## src/rtl/timer_counter_pkg.sv

```systemverilog
// Shared definitions for the memory-mapped down-counter timer: FSM states,
// register offsets, CTRL field positions, mode codes and bridge base addresses.
package timer_pkg;

   typedef enum logic [1:0] {
      ST_IDLE = 2'd0,
      ST_LOAD = 2'd1,
      ST_CNT  = 2'd2,
      ST_INT  = 2'd3
   } timer_state_e;

   // Register select taken from addr[3:2]
   localparam logic [1:0] OFF_CTRL   = 2'd0;
   localparam logic [1:0] OFF_PRESET = 2'd1;
   localparam logic [1:0] OFF_COUNT  = 2'd2;
   localparam logic [1:0] OFF_RSVD   = 2'd3;

   localparam int CTRL_EN_BIT   = 0;
   localparam int CTRL_MODE_LSB = 1;
   localparam int CTRL_MODE_MSB = 2;
   localparam int CTRL_IM_BIT   = 3;

   localparam logic [1:0] MODE_ONESHOT = 2'b00;
   localparam logic [1:0] MODE_AUTO    = 2'b01;

   localparam logic [31:0] TIMER0_BASE = 32'h0000_7f00;
   localparam logic [31:0] TIMER1_BASE = 32'h0000_7f10;

   // Modes 10/11 fall back to one-shot, so only the exact auto-reload code counts.
   function automatic logic is_auto_reload(input logic [3:0] ctrl);
      return (ctrl[CTRL_MODE_MSB:CTRL_MODE_LSB] == MODE_AUTO);
   endfunction

endpackage

```

## src/rtl/timer_counter.sv

```systemverilog
// Memory-mapped down-counter timer with one-shot and auto-reload modes.
// CTRL/PRESET are writable, COUNT is read-only; IRQ = irq_flag & CTRL.IM.
module timer_counter
   import timer_pkg::*;
(
   input  logic        clk,
   input  logic        reset,
   input  logic [31:0] addr,
   input  logic        WE,
   input  logic [31:0] data_in,
   output logic [31:0] data_out,
   output logic        IRQ
);

   timer_state_e state_r, state_s;
   logic [3:0]   ctrl_r, ctrl_s;
   logic [31:0]  preset_r, preset_s;
   logic [31:0]  count_r, count_s;
   logic         irq_flag_r, irq_flag_s;
   logic [1:0]   off_s;
   logic         ctrl_wr_s;
   logic         preset_wr_s;
   logic         unused_addr_s;

   assign off_s         = addr[3:2];
   assign ctrl_wr_s     = WE && (off_s == OFF_CTRL);
   assign preset_wr_s   = WE && (off_s == OFF_PRESET);
   assign unused_addr_s = ^{addr[31:4], addr[1:0]};

   // Next-state, counter and flag logic; a CTRL write overrides the FSM.
   always_comb begin
      state_s    = state_r;
      ctrl_s     = ctrl_r;
      preset_s   = preset_r;
      count_s    = count_r;
      irq_flag_s = irq_flag_r;

      if (preset_wr_s) begin
         preset_s = data_in;
      end else begin
         preset_s = preset_r;
      end

      case (state_r)
         ST_IDLE: begin
            if (ctrl_r[CTRL_EN_BIT]) begin
               state_s = ST_LOAD;
            end else begin
               state_s = ST_IDLE;
            end
         end
         ST_LOAD: begin
            count_s = preset_r;
            state_s = ST_CNT;
         end
         ST_CNT: begin
            if (!ctrl_r[CTRL_EN_BIT]) begin
               state_s = ST_IDLE;
            end else if (count_r > 32'd1) begin
               count_s = count_r - 32'd1;
            end else begin
               // Count of 0 expires like 1, so PRESET=0 never wraps.
               count_s    = 32'd0;
               irq_flag_s = 1'b1;
               state_s    = ST_INT;
            end
         end
         ST_INT: begin
            if (is_auto_reload(ctrl_r)) begin
               irq_flag_s = 1'b0;
               state_s    = ST_LOAD;
            end else begin
               ctrl_s[CTRL_EN_BIT] = 1'b0;
               state_s             = ST_IDLE;
            end
         end
         default: begin
            state_s = ST_IDLE;
         end
      endcase

      if (ctrl_wr_s) begin
         ctrl_s     = data_in[3:0];
         state_s    = ST_IDLE;
         irq_flag_s = 1'b0;
         count_s    = count_r;
      end else begin
         ctrl_s = ctrl_s;
      end
   end

   // State and register file, synchronous active-high reset.
   always_ff @(posedge clk) begin
      if (reset) begin
         state_r    <= ST_IDLE;
         ctrl_r     <= 4'd0;
         preset_r   <= 32'd0;
         count_r    <= 32'd0;
         irq_flag_r <= 1'b0;
      end else begin
         state_r    <= state_s;
         ctrl_r     <= ctrl_s;
         preset_r   <= preset_s;
         count_r    <= count_s;
         irq_flag_r <= irq_flag_s;
      end
   end

   // Combinational read mux; the reserved offset reads zero.
   always_comb begin
      data_out = 32'd0;
      case (off_s)
         OFF_CTRL:   data_out = {28'd0, ctrl_r};
         OFF_PRESET: data_out = preset_r;
         OFF_COUNT:  data_out = count_r;
         default:    data_out = 32'd0;
      endcase
   end

   assign IRQ = irq_flag_r & ctrl_r[CTRL_IM_BIT];

endmodule
```

## config.mk

```make
export PLATFORM = sky130hd
export DESIGN_NAME = timer_counter
export DESIGN_NICKNAME = d
export VERILOG_FILES = /design/src/rtl/timer_counter_pkg.sv /design/src/rtl/timer_counter.sv
export SDC_FILE = /design/constraint.sdc
export NUM_CORES = 1
export LEC_CHECK = 0
export CAP_MARGIN = 30
export CORE_MARGIN = 4
export CORE_UTILIZATION = 50
export CTS_BUF_LIST = sky130_fd_sc_hd__clkbuf_16
export DETAILED_ROUTE_END_ITERATION = 10
export PLACE_DENSITY = 0.81
export SETUP_SLACK_MARGIN = 0.2
export SYNTH_ARGS = -nofsm -noshare
export SYNTH_HDL_FRONTEND = slang
export SYNTH_SLANG_ARGS = --single-unit
```

## constraint.sdc

```tcl
create_clock -name clk -period 2.9 [get_ports clk]
set_input_delay 0.58 -clock clk [delete_from_list [all_inputs] [get_ports clk]]
set_output_delay 0.58 -clock clk [all_outputs]
set_load 0.02 [all_outputs]
```

# Yosys cells after proc, flatten, opt, wreduce, memory -nomap -nowiden
# Index checks and enable logic that the tools add are counted.
# W data, S select, Z words.
[word_totals]
word_cells = 48
reg_bits = 71
out_inout_bits = 33
[classes]
n_bitwise = 2
n_mux = 16
n_reduce_logical = 11
magnitude_cmp = 1
n_eq_ne = 11
addsub = 1
[ops]
columns = ["cell", "n"]
rows = [
  ["$pmux W32 S3", 1],
  ["$mux W32", 2],
  ["$pmux W32 S2", 1],
  ["$gt A32 B1 Y1 const B", 1],
  ["$sub A32 B1 Y32 const B", 1],
  ["$mux W1", 8],
  ["$ne A2 B2 Y1 const B", 4],
  ["$pmux W2 S4", 1],
  ["$eq A2 B1 Y1 const B", 3],
  ["$eq A2 B2 Y1 const B", 3],
  ["$reduce_bool A2 Y1", 3],
  ["$logic_not A2 Y1", 2],
  ["$mux W2", 2],
  ["$reduce_and A4 Y1", 1],
  ["$ne A3 B3 Y1 const B", 1],
  ["$reduce_and A3 Y1", 1],
  ["$logic_and A1 B1 Y1", 2],
  ["$pmux W1 S2", 1],
  ["$reduce_and A2 Y1", 1],
  ["$reduce_or A2 Y1", 1],
  ["$and A1 B1 Y1", 1],
  ["$not A1 Y1", 1],
]

# Depth between registers and ports, before layout
[depth]
ltp_word = 4
mapped_depth = 10
mapped_depth_nobuf = 8

# Least setup slack after synthesis
# OpenSTA, ideal clock, no wires.
[synth_path]
path_type = "in2out"
from = "in addr[3]"
to = "out data_out[10]"
t_arrival_ps = 1736
required_time_ps = 2320
setup_slack_ps = 584
path_stages = 5
path_cell_list = "buf_2 > nor2b_1 > clkbuf_1 > clkbuf_1 > a22o_1"
[synth_via]
elab_chain_cells = 2
elab_cells_between_ends = 4
cone_classes = "2 x eq/ne; 1 x mux; 1 x reduce/logical"
[synth_rtl]
columns = ["item", "line", "source"]
rows = [
  ["start, declared", "timer_counter.sv:8", "input logic [31:0] addr,"],
  ["$eq A2 B2 Y1 (tied with other cells)", "timer_counter.sv:112", "case (off_s)"],
  ["$pmux W32 S3 *", "timer_counter.sv:112", ""],
  ["end, declared", "timer_counter.sv:11", "output logic [31:0] data_out,"],
]
# Every way passes the cells marked *; elsewhere a longest branch is shown, timed or not.

# Worst setup path after layout
[layout_path]
from = "in addr[2]"
to = "out data_out[19]"
# Same word-level chain as after synthesis.

==> impl_metrics.json <==
{
  "p_comb_share_pct": 12.6,
  "nets": 675,
  "yosysTopAreaCellShare_pct": 35.0,
  "r2r_cells": 8,
  "dieWidth_um": 98.2,
  "drive_gt1_share_pct": 9.38,
  "p_sw_share_pct": 26.0,
  "hold_depth": 2,
  "clk_path_buf_depth": 2,
  "htree_num_levels": 3,
  "p_per_area_nw_per_um2": 440,
  "p_clk_share_pct": 43.2,
  "areaGrowthSynthToFinish_pct": 28.0,
  "max_freq_mhz": 374,
  "die_area_sq_um": 9640,
  "p_sw_mw": 0.596,
  "core_sq_um": 7810,
  "maxCapViolations": 0,
  "rsz0062_at_grt": "false",
  "p_int_mw": 1.69,
  "drt_first_pass_iters": 5,
  "seq_area_frac_synth_pct": 35.0,
  "via_per_inst": 6.13,
  "die_y_um": 98.2,
  "cts-root-buf": "clkbuf_16",
  "syn_inst": 542,
  "clock_sinks": 71,
  "status": "finished clean",
  "layoutNonFillerInstCount": 710,
  "rr_endpoint": "count_r[26]",
  "critical_path.startpoint": "addr[2]",
  "ys.flop_type": "dfxtp_1",
  "cts_tree": "built",
  "drt-initial-drc-count": 427,
  "netlist_area_sq_um": 4070,
  "avgSynthCellArea_sq_um": 7.50,
  "io_pins": 100,
  "worstMarginPinSlew_ns": 0.635,
  "report.final.slew_viol_count": 0,
  "end_kind": "output pin",
  "clock_skew_ns": 0.00416,
  "vias": 4353,
  "initial_core_util_pct": 52.1,
  "cts_buffers": 9,
  "grt_pass1_vias": 4093,
  "finalSetupTns_ns": 0,
  "regToRegSetupSlack_ns": 0.53,
  "dp_hpwl_um": 8170,
  "port_buffers": 69,
  "p_leak_nw": 2.03,
  "final_common_cell": "nand2_1",
  "mostFrequentLayoutCells": "nand2_1, dfxtp_1, a21oi_1, clkdlybuf4s50_1, nor2_1",
  "wl_per_cell_um": 16.8,
  "grt_pass1_wl_um": 19800,
  "async_reset_ff_share_pct": 0,
  "grt_max_degree": 34,
  "drt_wl_total_um": 12000,
  "synth_cell_types": 55,
  "worstHoldStart": "preset_r[16]",
  "timing.rr.start": "count_r[0]",
  "synth_edf_count": 0,
  "hold_viol_final": 0,
  "yosysTopAreaCell": "dfxtp_1",
  "maxSlewHeadroom_pct": 57.7,
  "place.gp.congestion": 0.895,
  "drtAntennaViolNets": 0,
  "insertion_delay_ns": 0.33,
  "cp.required_ns": 2.32,
  "critPathKind": "primary input to output pin",
  "route.detailed.drc": 0,
  "p_seq_share_pct": 44.2,
  "setup_viol": 0,
  "holdBufCountCts": 0,
  "hold_class": "flop to flop",
  "gr-usage-all-layers_pct": 24.6,
  "dp.cells": 694,
  "clk_pin_slew_worst_paths_ns": 0.05,
  "antenna_cells": 0,
  "crit_path_start_kind": "primary input",
  "min_to": "preset_r[16]",
  "fin_crit_ns": 2.67,
  "row_count": 32,
  "yosysWarnings": 0,
  "synth-seq-cells": 71,
  "period_share_pct": 92.1,
  "vdd_drop_max_uv": 287,
  "arrival_ns": 2.09,
  "syn-num-nets": 614,
  "yosys-top-cells-area": "dfxtp_1, nand2_1, a21oi_1",
  "antenna_found_initial": 0,
  "cp_max_fo": 15,
  "grt_overflow": 0
}
state kept, by name, summed over array words and instances, names as in the netlist:
name        flops
ctrl_r          4
count_r        32
irq_flag_r      1
preset_r       32
state_r         2
final cells by class:
type,count,area (sq um)
fillers,672,2600
multi-input cells,404,2380
flip-flops and latches,71,1420
repair buffers,96,933
clock buffers,9,225
well taps,102,128
inverters,21,78.8
clock inverters,7,40.0
what timing repair did:
action                                  CTS  global route
gates resized for setup                  33            23
endpoints found under the setup margin   32            32
buffers inserted                          0             0
worst max path at each step:
stage,endpoint,cells after the start
after floorplan,data_out[10],5
after global placement,data_out[13],6
after detailed placement,data_out[8],6
after CTS,data_out[15],5
after global routing,data_out[14],6
final,data_out[19],6
power groups by stage:
stage	clock network, mW	logic [mW]	registers, mW
finish	0.989	0.288	1.01
global route	1.04	0.312	1.01
CTS	0.995	0.281	1.01
detailed placement	0	0.284	1.03
global placement	0	0.277	1.03
floorplan	0	0.162	1.03
cells by family after synthesis:
kind of cell | Yosys count | share of synthesized area, %
adder cells (fa/ha/maj) | 5 | 1.54
AO/OA/AOI/OAI | 170 | 27.3
flip-flops | 71 | 35.0
multiplexers | 10 | 2.46
buffers and inverters | 67 | 6.77
AND/OR/NAND/NOR | 219 | 27.0
worst max-delay path, stage by stage:
cell and delay (ns):
clkdlybuf4s50_1 0.48, buf_4 0.19, nor2b_4 0.16, buf_6 0.19
a22o_1 0.15, dlygate4sd2_1 0.34
cell usage after synthesis, types with 4 or more instances:
master     n
a21oi_1   70
a22o_1    28
a31oi_1   10
a32oi_1    4
and3_1     8
buf_2      4
clkbuf_1  39
dfxtp_1   71
ha_1       5
inv_1     21
mux2i_1   10
nand2_1   98
nand3_1    8
nor2_1    30
nor2b_1   11
nor3_1    16
nor4_1     8
o21ai_0   20
o221ai_1   5
o22ai_1    5
o32ai_1   12
or3_1      7
or4_1      5
metal layers:
metal / up-vias / part of all wire (%) / GRT usage [%]
met5: - / 0 / 0
met4: 0 / 0.81 / 7.88
met3: 9 / 7.1 / 5.21
met2: 185 / 49 / 41.4
met1: 2064 / 43 / 31.4
li1: 2095 / - / -
through the flow:
step	power (mW)	util (%)	instance area [sq um]	setup slack, ns	hold WS [ns]
after global routing	2.37	66.7	5210	0.187	0.491
after floorplan	1.19	-	4070	0.584	0.445
after detailed placement	1.32	63.2	4940	-0.0825	0.459
after CTS	2.29	66.1	5160	0.188	0.466
after global placement	1.31	62.9	4910	-0.0479	0.458
final	2.29	66.7	5210	0.228	0.469
Note: power is estimated with default switching activity, not from simulation.
